--- config.mk ---
export PLATFORM = sky130hd
export DESIGN_NAME = axi_decerr_slv_flat
export DESIGN_NICKNAME = d
export VERILOG_FILES = /design/src/rtl/axi_decerr_slv_pkg.sv /design/src/rtl/axi_decerr_slv_if.sv /design/src/rtl/axi_decerr_slv_fifo.sv /design/src/rtl/axi_decerr_slv.sv /design/src/flat_wrapper.sv
export SDC_FILE = /design/constraint.sdc
export NUM_CORES = 1
export LEC_CHECK = 0
export ABC_CLOCK_PERIOD_IN_PS = 2000
export BUFFER_PORTS_ARGS = -buffer_cell sky130_fd_sc_hd__buf_4
export CAP_MARGIN = 30
export CORE_MARGIN = 4
export CORE_UTILIZATION = 49
export CTS_CLUSTER_SIZE = 20
export DETAILED_ROUTE_END_ITERATION = 12
export PLACE_DENSITY = 0.72
export SETUP_SLACK_MARGIN = 0.5
export SLEW_MARGIN = 20
export SYNTH_ARGS = -nofsm -noshare
export SYNTH_HDL_FRONTEND = slang
export SYNTH_HIERARCHICAL = 1
export SYNTH_SLANG_ARGS = --single-unit
--- constraint.sdc ---
create_clock -name clk -period 2 [get_ports clk]
set_input_delay 0.3 -clock clk [delete_from_list [all_inputs] [get_ports clk]]
set_output_delay 0.3 -clock clk [all_outputs]
set_load 0.02 [all_outputs]
--- src/rtl/axi_decerr_slv_pkg.sv ---
// Shared types and constants for the decode-error terminating slave.
// Holds the AXI response code, the burst-length type and the R-channel FSM states.
package axi_decerr_slv_pkg;

  localparam logic [1:0] RESP_DECERR = 2'b11;

  typedef logic [7:0] len_t;

  typedef enum logic {
    R_IDLE,
    R_BURST
  } r_state_e;

  // Width of an occupancy counter that must represent 0..depth inclusive.
  function automatic int cnt_w(input int depth);
    return $clog2(depth + 1);
  endfunction

endpackage

--- src/rtl/axi_decerr_slv_if.sv ---
// AXI4 channel bundle seen by the decode-error slave.
// W data/strb and all unused AW/AR attributes are intentionally absent.
interface axi_decerr_slv_if
  import axi_decerr_slv_pkg::*;
#(
  parameter int IdWidth   = 4,
  parameter int DataWidth = 64
);

  logic [IdWidth-1:0]   aw_id;
  logic                 aw_valid;
  logic                 aw_ready;
  logic                 w_last;
  logic                 w_valid;
  logic                 w_ready;
  logic [IdWidth-1:0]   b_id;
  logic [1:0]           b_resp;
  logic                 b_valid;
  logic                 b_ready;
  logic [IdWidth-1:0]   ar_id;
  len_t                 ar_len;
  logic                 ar_valid;
  logic                 ar_ready;
  logic [IdWidth-1:0]   r_id;
  logic [DataWidth-1:0] r_data;
  logic [1:0]           r_resp;
  logic                 r_last;
  logic                 r_valid;
  logic                 r_ready;

  modport master (
    output aw_id, aw_valid, w_last, w_valid, b_ready, ar_id, ar_len, ar_valid, r_ready,
    input  aw_ready, w_ready, b_id, b_resp, b_valid, ar_ready, r_id, r_data, r_resp, r_last,
           r_valid
  );

  modport slave (
    input  aw_id, aw_valid, w_last, w_valid, b_ready, ar_id, ar_len, ar_valid, r_ready,
    output aw_ready, w_ready, b_id, b_resp, b_valid, ar_ready, r_id, r_data, r_resp, r_last,
           r_valid
  );

endinterface

--- src/rtl/axi_decerr_slv_fifo.sv ---
// Small circular FIFO with full/empty/usage flags; works for any Depth >= 1.
// Storage is not reset; only pointers and the occupancy count are.
module axi_decerr_slv_fifo
  import axi_decerr_slv_pkg::*;
#(
  parameter int Width = 4,
  parameter int Depth = 4
) (
  input  logic                    clk,
  input  logic                    rst,
  input  logic                    push,
  input  logic [Width-1:0]        din,
  input  logic                    pop,
  output logic [Width-1:0]        dout,
  output logic                    full,
  output logic                    empty,
  output logic [cnt_w(Depth)-1:0] usage
);

  localparam int PtrW = (Depth > 1) ? $clog2(Depth) : 1;
  localparam int CntW = cnt_w(Depth);

  logic [Width-1:0] mem [Depth];
  logic [PtrW-1:0]  wr_ptr;
  logic [PtrW-1:0]  rd_ptr;
  logic [CntW-1:0]  cnt;

  function automatic logic [PtrW-1:0] ptr_inc(input logic [PtrW-1:0] p);
    return (p == PtrW'(Depth - 1)) ? '0 : p + PtrW'(1);
  endfunction

  always_ff @(posedge clk or posedge rst) begin
    if (rst) begin
      wr_ptr <= '0;
      rd_ptr <= '0;
      cnt    <= '0;
    end else begin
      if (push) wr_ptr <= ptr_inc(wr_ptr);
      if (pop)  rd_ptr <= ptr_inc(rd_ptr);
      case ({push, pop})
        2'b10:   cnt <= cnt + CntW'(1);
        2'b01:   cnt <= cnt - CntW'(1);
        default: cnt <= cnt;
      endcase
    end
  end

  always_ff @(posedge clk) begin
    if (push) mem[wr_ptr] <= din;
  end

  assign dout  = mem[rd_ptr];
  assign full  = (cnt == CntW'(Depth));
  assign empty = (cnt == '0);
  assign usage = cnt;

  no_overflow:  assert property (@(posedge clk) disable iff (rst) !(push && full));
  no_underflow: assert property (@(posedge clk) disable iff (rst) !(pop && empty));

endmodule

--- src/rtl/axi_decerr_slv.sv ---
// Terminating AXI4 slave: every write gets one DECERR B beat, every read len+1 DECERR R beats.
// IDs and RLAST are preserved so the upstream demux sees a protocol-correct completion.
module axi_decerr_slv
  import axi_decerr_slv_pkg::*;
#(
  parameter int          IdWidth   = 4,
  parameter int          DataWidth = 64,
  parameter int          MaxTrans  = 4,
  parameter logic [63:0] RespData  = 64'hBADCAB1E
) (
  input  logic              clk,
  input  logic              rst,
  axi_decerr_slv_if.slave   bus,
  output logic              busy
);

  localparam int CntW = cnt_w(MaxTrans);

  logic                      live;
  logic                      aw_full, aw_empty, aw_pop;
  logic [IdWidth-1:0]        aw_head;
  logic [CntW-1:0]           aw_usage;
  logic                      ar_full, ar_empty, ar_pop;
  logic [IdWidth+7:0]        ar_head;
  logic [CntW-1:0]           ar_usage;
  logic                      b_valid_q, w_open;
  logic [IdWidth-1:0]        b_id_q;
  r_state_e                  state_q, state_d;
  len_t                      beat_cnt_q, beat_cnt_d;
  logic [IdWidth-1:0]        r_id_q, r_id_d;

  // Readies stay low during reset and come up from a flop, never combinationally from rst.
  always_ff @(posedge clk or posedge rst) begin
    if (rst) live <= 1'b0;
    else     live <= 1'b1;
  end

  assign bus.aw_ready = live && !aw_full;
  assign bus.ar_ready = live && !ar_full;
  assign bus.w_ready  = !aw_empty && !b_valid_q;
  assign aw_pop       = bus.w_valid && bus.w_ready && bus.w_last;

  axi_decerr_slv_fifo #(.Width(IdWidth), .Depth(MaxTrans)) u_aw_fifo (
    .clk   (clk),
    .rst   (rst),
    .push  (bus.aw_valid && bus.aw_ready),
    .din   (bus.aw_id),
    .pop   (aw_pop),
    .dout  (aw_head),
    .full  (aw_full),
    .empty (aw_empty),
    .usage (aw_usage)
  );

  axi_decerr_slv_fifo #(.Width(IdWidth + 8), .Depth(MaxTrans)) u_ar_fifo (
    .clk   (clk),
    .rst   (rst),
    .push  (bus.ar_valid && bus.ar_ready),
    .din   ({bus.ar_id, bus.ar_len}),
    .pop   (ar_pop),
    .dout  (ar_head),
    .full  (ar_full),
    .empty (ar_empty),
    .usage (ar_usage)
  );

  // B register: w_ready is held off while B is pending, so set and clear never collide.
  always_ff @(posedge clk or posedge rst) begin
    if (rst) begin
      b_valid_q <= 1'b0;
      b_id_q    <= '0;
      w_open    <= 1'b0;
    end else begin
      if (bus.w_valid && bus.w_ready) w_open <= !bus.w_last;
      if (aw_pop) begin
        b_valid_q <= 1'b1;
        b_id_q    <= aw_head;
      end else if (bus.b_ready) begin
        b_valid_q <= 1'b0;
      end
    end
  end

  assign bus.b_valid = b_valid_q;
  assign bus.b_id    = b_id_q;
  assign bus.b_resp  = RESP_DECERR;

  always_ff @(posedge clk or posedge rst) begin
    if (rst) begin
      state_q    <= R_IDLE;
      beat_cnt_q <= '0;
      r_id_q     <= '0;
    end else begin
      state_q    <= state_d;
      beat_cnt_q <= beat_cnt_d;
      r_id_q     <= r_id_d;
    end
  end

  // beat_cnt counts remaining beats after the current one, so len=255 never wraps.
  always_comb begin
    state_d    = state_q;
    beat_cnt_d = beat_cnt_q;
    r_id_d     = r_id_q;
    ar_pop     = 1'b0;
    case (state_q)
      R_IDLE: begin
        if (!ar_empty) begin
          ar_pop     = 1'b1;
          beat_cnt_d = ar_head[7:0];
          r_id_d     = ar_head[IdWidth+7:8];
          state_d    = R_BURST;
        end
      end
      R_BURST: begin
        if (bus.r_ready) begin
          if (beat_cnt_q == '0) state_d = R_IDLE;
          else                  beat_cnt_d = beat_cnt_q - 8'd1;
        end
      end
      default: state_d = R_IDLE;
    endcase
  end

  assign bus.r_valid = (state_q == R_BURST);
  assign bus.r_last  = bus.r_valid && (beat_cnt_q == '0);
  assign bus.r_id    = r_id_q;
  assign bus.r_data  = bus.r_valid ? DataWidth'(RespData) : '0;
  assign bus.r_resp  = RESP_DECERR;

  assign busy = (aw_usage != '0) || (ar_usage != '0) || w_open || b_valid_q ||
                (state_q == R_BURST);

endmodule

--- src/flat_wrapper.sv ---
// flat-port wrapper written by rule: the top's interface ports become plain ports
module axi_decerr_slv_flat import axi_decerr_slv_pkg::*;
#(
  parameter int          IdWidth   = 4,
  parameter int          DataWidth = 64,
  parameter int          MaxTrans  = 4,
  parameter logic [63:0] RespData  = 64'hBADCAB1E
)
  (clk, rst, busy, bus_aw_id, bus_aw_valid, bus_w_last, bus_w_valid, bus_b_ready, bus_ar_id, bus_ar_len, bus_ar_valid, bus_r_ready, bus_aw_ready, bus_w_ready, bus_b_id, bus_b_resp, bus_b_valid, bus_ar_ready, bus_r_id, bus_r_data, bus_r_resp, bus_r_last, bus_r_valid);
  axi_decerr_slv_if #(.IdWidth(IdWidth), .DataWidth(DataWidth)) bus_i ();
  input  logic clk;
  input  logic rst;
  output logic busy;
  input wire logic [$bits(bus_i.aw_id)-1:0] bus_aw_id;
  input wire logic [$bits(bus_i.aw_valid)-1:0] bus_aw_valid;
  input wire logic [$bits(bus_i.w_last)-1:0] bus_w_last;
  input wire logic [$bits(bus_i.w_valid)-1:0] bus_w_valid;
  input wire logic [$bits(bus_i.b_ready)-1:0] bus_b_ready;
  input wire logic [$bits(bus_i.ar_id)-1:0] bus_ar_id;
  input wire logic [$bits(bus_i.ar_len)-1:0] bus_ar_len;
  input wire logic [$bits(bus_i.ar_valid)-1:0] bus_ar_valid;
  input wire logic [$bits(bus_i.r_ready)-1:0] bus_r_ready;
  output wire logic [$bits(bus_i.aw_ready)-1:0] bus_aw_ready;
  output wire logic [$bits(bus_i.w_ready)-1:0] bus_w_ready;
  output wire logic [$bits(bus_i.b_id)-1:0] bus_b_id;
  output wire logic [$bits(bus_i.b_resp)-1:0] bus_b_resp;
  output wire logic [$bits(bus_i.b_valid)-1:0] bus_b_valid;
  output wire logic [$bits(bus_i.ar_ready)-1:0] bus_ar_ready;
  output wire logic [$bits(bus_i.r_id)-1:0] bus_r_id;
  output wire logic [$bits(bus_i.r_data)-1:0] bus_r_data;
  output wire logic [$bits(bus_i.r_resp)-1:0] bus_r_resp;
  output wire logic [$bits(bus_i.r_last)-1:0] bus_r_last;
  output wire logic [$bits(bus_i.r_valid)-1:0] bus_r_valid;
  assign bus_i.aw_id = bus_aw_id;
  assign bus_i.aw_valid = bus_aw_valid;
  assign bus_i.w_last = bus_w_last;
  assign bus_i.w_valid = bus_w_valid;
  assign bus_i.b_ready = bus_b_ready;
  assign bus_i.ar_id = bus_ar_id;
  assign bus_i.ar_len = bus_ar_len;
  assign bus_i.ar_valid = bus_ar_valid;
  assign bus_i.r_ready = bus_r_ready;
  assign bus_aw_ready = bus_i.aw_ready;
  assign bus_w_ready = bus_i.w_ready;
  assign bus_b_id = bus_i.b_id;
  assign bus_b_resp = bus_i.b_resp;
  assign bus_b_valid = bus_i.b_valid;
  assign bus_ar_ready = bus_i.ar_ready;
  assign bus_r_id = bus_i.r_id;
  assign bus_r_data = bus_i.r_data;
  assign bus_r_resp = bus_i.r_resp;
  assign bus_r_last = bus_i.r_last;
  assign bus_r_valid = bus_i.r_valid;
  axi_decerr_slv #(.IdWidth(IdWidth), .DataWidth(DataWidth), .MaxTrans(MaxTrans), .RespData(RespData)) u_core (.clk(clk), .rst(rst), .bus(bus_i), .busy(busy));
endmodule
==> results of run 1 <==
## power breakdown
group          internal (mW)  total [mW]  leakage (nW)  switching, mW
Clock                  0.477        1.20        0.0917          0.721
Combinational           1.41        2.62          1.52           1.21
Sequential              2.60        2.97         0.985          0.376
## state kept, by name (all words and copies together), names as in the netlist
| signal | count |
|---|---|
| u_core/u_ar_fifo/usage | 3 |
| u_core/bus.r_valid | 1 |
| u_core/u_aw_fifo/rd_ptr | 2 |
| u_core/u_ar_fifo/wr_ptr | 2 |
| u_core/u_aw_fifo/mem | 16 |
| u_core/bus.b_id | 4 |
| u_core/beat_cnt_q | 8 |
| u_core/u_aw_fifo/usage | 3 |
| u_core/u_ar_fifo/mem | 48 |
| u_core/bus.b_valid | 1 |
| u_core/u_ar_fifo/rd_ptr | 2 |
| u_core/live | 1 |
| u_core/u_aw_fifo/wr_ptr | 2 |
| u_core/w_open | 1 |
| u_core/bus.r_id | 4 |
## worst reg2reg max path: cells and delay by family (launching register included)
kind	cells	cell delay, ns
adder cells (fa/ha/maj)	2	0.45
XOR/XNOR	2	0.32
flip-flops	1	0.45
AND/OR/NAND/NOR	4	0.47
buffers and inverters	3	0.16
## final cells by class
class,instances,area [µm²],share of cell area [%]
Clock inverter,7,60.1,0.966
Inverter,19,76.3,1.23
Sequential cell,98,2780,44.8
Clock buffer,9,124,1.99
Tap cell,129,161,2.60
Multi-Input combinational cell,198,1850,29.7
Timing Repair Buffer,117,1170,18.8
## through the flow
stage / std cells / utilization [%]
CTS: 567 / 62.7
global placement: 513 / 55.7
finish: 577 / 66.3
detailed placement: 513 / 55.7
global route: 577 / 66.3
floorplan: 387 / -
## worst max-delay path by stage
stage                                               start                                     to  slack [ns]  cells past startpoint
finish              u_core/u_aw_fifo/usage[0]$_DFFE_PP0P_  u_core/u_aw_fifo/usage[2]$_DFFE_PP0P_        0.06                     11
global route             u_core/beat_cnt_q[0]$_DFFE_PP0P_       u_core/beat_cnt_q[4]$_DFFE_PP0P_       0.006                     11
CTS                      u_core/beat_cnt_q[0]$_DFFE_PP0P_                             bus_r_last        0.08                      5
detailed placement  u_core/u_aw_fifo/usage[1]$_DFFE_PP0P_  u_core/u_aw_fifo/usage[2]$_DFFE_PP0P_        0.02                     11
global placement    u_core/u_aw_fifo/usage[1]$_DFFE_PP0P_  u_core/u_aw_fifo/usage[2]$_DFFE_PP0P_        0.06                     11
floorplan                    u_core/bus.r_valid$_DFF_PP0_  u_core/u_ar_fifo/usage[2]$_DFFE_PP0P_        0.02                      8
## synthesized netlist by cell type, drive strengths merged
cell type  instances
and4b              1
buf               76
or4b               1
nand3              7
and2b              1
a2bb2oi            3
fa                 2
a31oi              3
nor2              12
a21oi              4
nand4              2
o21ai              8
nor4               1
a22oi              1
a21o               1
mux4              16
and2              11
nor3               9
nand2b             2
nand2              6
ha                14
or4                1
o22ai              1
inv               19
nor2b              6
edfxtp            64
and3               3
conb               2
or3                3
xor2               4
dfrtp             34
nor4b              1
mux2i              6
mux2              10
a211oi             2
xnor2              2
## timing repair
| item | in CTS | in global routing |
|---|---|---|
| endpoints found under the setup margin | 107 | 112 |
| hold endpoints to repair | 23 | 0 |
| gates resized for setup | 54 | 72 |
| cloned | 5 | 0 |
| hold buffers | 1 | 0 |
| setup buffers | 32 | 10 |
| pin swaps | 21 | 10 |
## kinds of logic (layout without fill, tap and decap cells)
group	after synthesis	after routing	synth area share (%)
buffers and inverters	95	152	13.6
adders and majority gates	16	16	4.50
and+or+nand+nor	67	71	8.14
DFF	98	98	58.0
AOI/OAI and AO/OA	23	23	3.19
xor gates and xnor gates	6	6	1.10
other	2	50	0.157
muxes	32	32	11.4
## layout by cell type, fill, tap and decap left out, drive strengths merged, types with 2 or more instances in the layout
master / count
xor2: 4
edfxtp: 64
xnor2: 2
and2: 15
a31oi: 3
nand2: 6
clkbuf: 9
dfrtp: 34
a21oi: 4
mux4: 16
nor2: 12
clkinv: 2
a211oi: 2
inv: 23
nand4: 2
nand3: 7
a2bb2oi: 3
o21ai: 8
conb: 50
or3: 3
and3: 3
ha: 14
buf: 116
nand2b: 2
mux2: 10
fa: 2
nor3: 9
mux2i: 6
nor2b: 6
## metal layers
layer | vias to the layer above | GRT usage [%] | wire length (µm)
met2 | 118 | 29.5 | 4980
met1 | 1441 | 20.7 | 3950
met4 | 0 | 4.84 | 97
met5 | - | 0 | 0
li1 | 1304 | - | -
met3 | 6 | 2.83 | 512
==> flow_metrics.tcl, run 1 <==
set metrics [dict create \
    status "finished clean" \
    place.gp.congestion 0.723 \
    ys_types 48 \
    cp.required_ns 2.26 \
    core_area_um2 9370 \
    synth_seq_cells 98 \
    place_ws_ns 0.0173 \
    nNetsFinal 483 \
    dieArea_um2 11400 \
    path_max_fanout 4 \
    drt_iter0_markers 141 \
    final_area_um2 6220 \
    p_per_area_nw_per_um2 1090 \
    r2r-start "u_core/u_aw_fifo/usage[0]$_DFFE_PP0P_" \
    grt-ovfl-total 0 \
    crit_slowest_cell "dfrtp_2" \
    grt_pass1_vias 2841 \
    clk_pin_slew_ns 0.10 \
    first_pass_iters 4 \
    peakVddDrop_mv 0.814 \
    p_leak_nw 2.59 \
    syn_area_um2 4780 \
    grt_use_total_pct 16.5 \
    ant_nets 0 \
    crit_type "flop to flop" \
    grt_pass1_wl_um 14500 \
    relSlewSlack_pct 63.2 \
    final_hold_viol_count 0 \
    synth.top_cell.area_share_pct 40.2 \
    ff2ff_path_depth 11 \
    vias_per_cell 4.97 \
    nFillCells 626 \
    rows 35 \
    clk_latency_ns 0.35 \
    area_growth_pct 30.0 \
    antenna_cells 0 \
    dp_hpwl_um 5990 \
    path_buf_inv 3 \
    total_power_mw 6.79 \
    syn_avg_cell_area_um2 14.1 \
    synth_top_cell_by_area "edfxtp_1" \
    drc 0 \
    cap_violations 0 \
    path_cells "inv_2, and3_4, nor2b_4, and2_4, inv_4, ha_4, inv_2, fa_2, xor2_1, nor2_1, xor2_1" \
    yosysWarnings 6 \
    totalWireLength_um 9540 \
    h-tree-depth 3 \
    rsz0062_at_grt "yes" \
    slew_viol_final 0 \
    ys_top_cells_by_area "edfxtp_1 40%, dfrtp_1 18%, buf_4 11%" \
    die_w_um 107 \
    finClkSkew_ns 0.00618 \
    hp-class "input port to flop" \
    drive_gt1_share_pct 48.9 \
    r2r-end "u_core/u_aw_fifo/usage[2]$_DFFE_PP0P_" \
    ctsRootBufferMaster "clkbuf_8" \
    dieHeight_um 107 \
    avgRoutedWirePerCell_um 16.5 \
    holdWs_ns 0.145 \
    fin_crit_sh_pct 96.8 \
    numClockSinks 98 \
    setup_violations 0 \
    grt_max_degree 21 \
    place_area_um2 5220 \
    synth-seq-area-share_pct 58.0 \
    initial_core_util_pct 51.0 \
    min_from "bus_ar_id[0]" \
    hold_end "u_core/u_ar_fifo/mem[1][8]$_DFFE_PP_" \
    min_path_cells 1 \
    period_needed_ns 1.94 \
    fmax_mhz 516 \
    tightest_slew_ns 0.551 \
    io_pins 107 \
    cp-start-kind "flop" \
    numCtsBuffers 9 \
    antenna_found_initial 0 \
    cts_tree "done" \
    tns_ns 0 \
    cpLargestDelayFamily "simple AND/OR/NAND/NOR gates" \
    critPathMaxStageDelay_ns 0.45 \
    worstSetupEndpointType "flop" \
    fin_ws_ns 0.0636 \
    cts_max_path_buffers 2 \
    synthCells 339 \
    crit_arrival_ns 2.20 \
    rrSetupSlack_ns 0.06 \
    io_buffers 57 \
    routed-via-count 2869 \
]
Power figures use the tool's default switching activity.
==> run 2: changes to the inputs <==
--- a/config.mk
+++ b/config.mk
@@ -12,7 +12,7 @@
 export CORE_UTILIZATION = 49
 export CTS_CLUSTER_SIZE = 20
 export DETAILED_ROUTE_END_ITERATION = 12
-export PLACE_DENSITY = 0.72
+export PLACE_DENSITY = 0.73
 export SETUP_SLACK_MARGIN = 0.5
 export SLEW_MARGIN = 20
 export SYNTH_ARGS = -nofsm -noshare
==> flow_metrics.tcl, run 2 (synthesis results as in run 1) <==
set metrics [dict create \
    status "finished, violations left" \
    violations "setup timing" \
    fin_crit_sh_pct 102 \
    antenna_cells 0 \
    crit_type "flop to flop" \
    slew_viol_final 0 \
    peakVddDrop_mv 0.619 \
    drt_iter0_markers 122 \
    internal-power_mw 4.58 \
    period_needed_ns 2.05 \
    relSlewSlack_pct 64.3 \
    p_per_area_nw_per_um2 1090 \
    rows 35 \
    dp_hpwl_um 5870 \
    drive_gt1_share_pct 50.9 \
    h-tree-depth 3 \
    tightest_slew_ns 0.534 \
    area_growth_pct 32.4 \
    clkPwrFrac_pct 17.1 \
    antenna_found_initial 0 \
    largest-register "u_core/u_ar_fifo/mem" \
    p_leak_nw 2.66 \
    numCtsBuffers 9 \
    cp.required_ns 2.28 \
    crit_arrival_ns 2.33 \
    place.gp.congestion 0.792 \
    cts_tree "done" \
    first_pass_iters 4 \
    dieArea_um2 11400 \
    fmax_mhz 488 \
    grt-ovfl-total 0 \
    io_pins 107 \
    holdWs_ns 0.134 \
    nNetsFinal 491 \
    io_buffers 57 \
    vias_per_cell 4.91 \
    ant_nets 0 \
    setup_violations 1 \
    nFillCells 603 \
    path_max_fanout 2 \
    cts_max_path_buffers 2 \
    p_comb_share_pct 40.2 \
    worstSetupEndpointType "flop" \
    ctsRootBufferMaster "clkbuf_8" \
    swShare_pct 33.8 \
    total_power_mw 6.92 \
    routed-via-count 2871 \
    grt_pass1_wl_um 14100 \
    post-route-util_pct 67.6 \
    largest_reg_flops 48 \
    grt_pass1_vias 2812 \
    cap_violations 0 \
    top_regs "u_core/u_ar_fifo/mem: 48 flops, u_core/u_aw_fifo/mem: 16 flops, u_core/beat_cnt_q: 8 flops" \
    dieHeight_um 107 \
    net-switching-power_mw 2.34 \
    final_hold_viol_count 0 \
    initial_core_util_pct 51.0 \
    final_cell_mix "74 x buf_4, 64 x edfxtp_1, 50 x conb_1" \
    mostFrequentLayoutCell "buf_4" \
    final_area_um2 6330 \
    core_area_um2 9370 \
    power_frac_seq_pct 42.6 \
    rsz0062_at_grt "yes" \
    clk_latency_ns 0.36 \
    grt_max_degree 21 \
    avgRoutedWirePerCell_um 16.4 \
    hp-class "input port to flop" \
    numClockSinks 98 \
    place_area_um2 5200 \
    cp-start-kind "flop" \
    die_w_um 107 \
    grt_use_total_pct 15.9 \
    totalWireLength_um 9620 \
    finClkSkew_ns 0.0209 \
    clk_pin_slew_ns 0.11 \
    fin_ws_ns -0.0477 \
    drc 0 \
]
## run 2: power groups by stage
stage	registers [mW]	clock network (mW)	logic, mW
finish	2.95	1.19	2.78
global route	3.00	1.30	3.00
CTS	2.92	1.21	2.30
detailed placement	2.97	0	1.81
global placement	2.95	0	1.71
floorplan	2.98	0	1.27
## run 2: metrics by stage
stage               setup slack, ns  setup TNS (ns)  cells
floorplan                    0.0224               0    387
finish                      -0.0477         -0.0477    585
global route                 -0.159          -0.267    585
CTS                          0.0756               0    561
detailed placement          -0.0881         -0.0881    512
global placement             0.0668               0    512
## run 2: timing repair
| item | 4_1_cts | 5_1_grt |
|---|---|---|
| setup endpoints to repair | 112 | 114 |
| cloned | 4 | 0 |
| buffers inserted | 28 | 24 |
| pin swaps | 17 | 24 |
| hold buffers | 1 | 0 |
| resized for setup | 43 | 90 |
| hold endpoints to repair | 23 | 0 |
## run 2: layout make-up
cell class / count / area, µm² / share of cell area (%)
clock buffer: 10 / 128 / 2.02
clock inverter: 6 / 58.8 / 0.929
inverter: 19 / 76.3 / 1.21
multi-input combinational: 198 / 1890 / 29.8
sequential: 98 / 2780 / 43.9
tap: 129 / 161 / 2.55
timing repair buffer: 125 / 1240 / 19.6
## run 2: final timing paths
kind                       cells past startpoint                             startpoint                                     end  slack [ns]
max                                           11  u_core/u_aw_fifo/usage[1]$_DFFE_PP0P_   u_core/u_aw_fifo/usage[2]$_DFFE_PP0P_       -0.05
min                                            1                           bus_ar_id[0]    u_core/u_ar_fifo/mem[1][8]$_DFFE_PP_        0.13
max reg2reg                                   11  u_core/u_aw_fifo/usage[1]$_DFFE_PP0P_   u_core/u_aw_fifo/usage[2]$_DFFE_PP0P_       -0.05
min reg2reg                                    1         u_core/bus.b_id[2]$_DFFE_PP0P_          u_core/bus.b_id[2]$_DFFE_PP0P_        0.52
max in group asynchronous                      4                                    rst          u_core/bus.b_id[3]$_DFFE_PP0P_        0.90
min in group asynchronous                      3                                    rst  u_core/u_ar_fifo/wr_ptr[0]$_DFFE_PP0P_        0.45
## run 2: critical path, cell delays in order (launching register included)
cell	delay (ns)
dfrtp_1	0.42
inv_2	0.07
and3_4	0.19
nor2b_4	0.04
and2_4	0.14
inv_4	0.07
ha_4	0.15
inv_2	0.05
fa_2	0.35
xor2_1	0.16
nor2_1	0.12
xor2_1	0.20
## run 2: per-layer routing
metal | up-vias | wire length [µm] | GRT usage (%)
li1 | 1319 | - | -
met4 | 0 | 84 | 4.93
met3 | 8 | 545 | 3.25
met2 | 110 | 5120 | 27.2
met5 | - | 0 | 0
met1 | 1434 | 3880 | 20.3
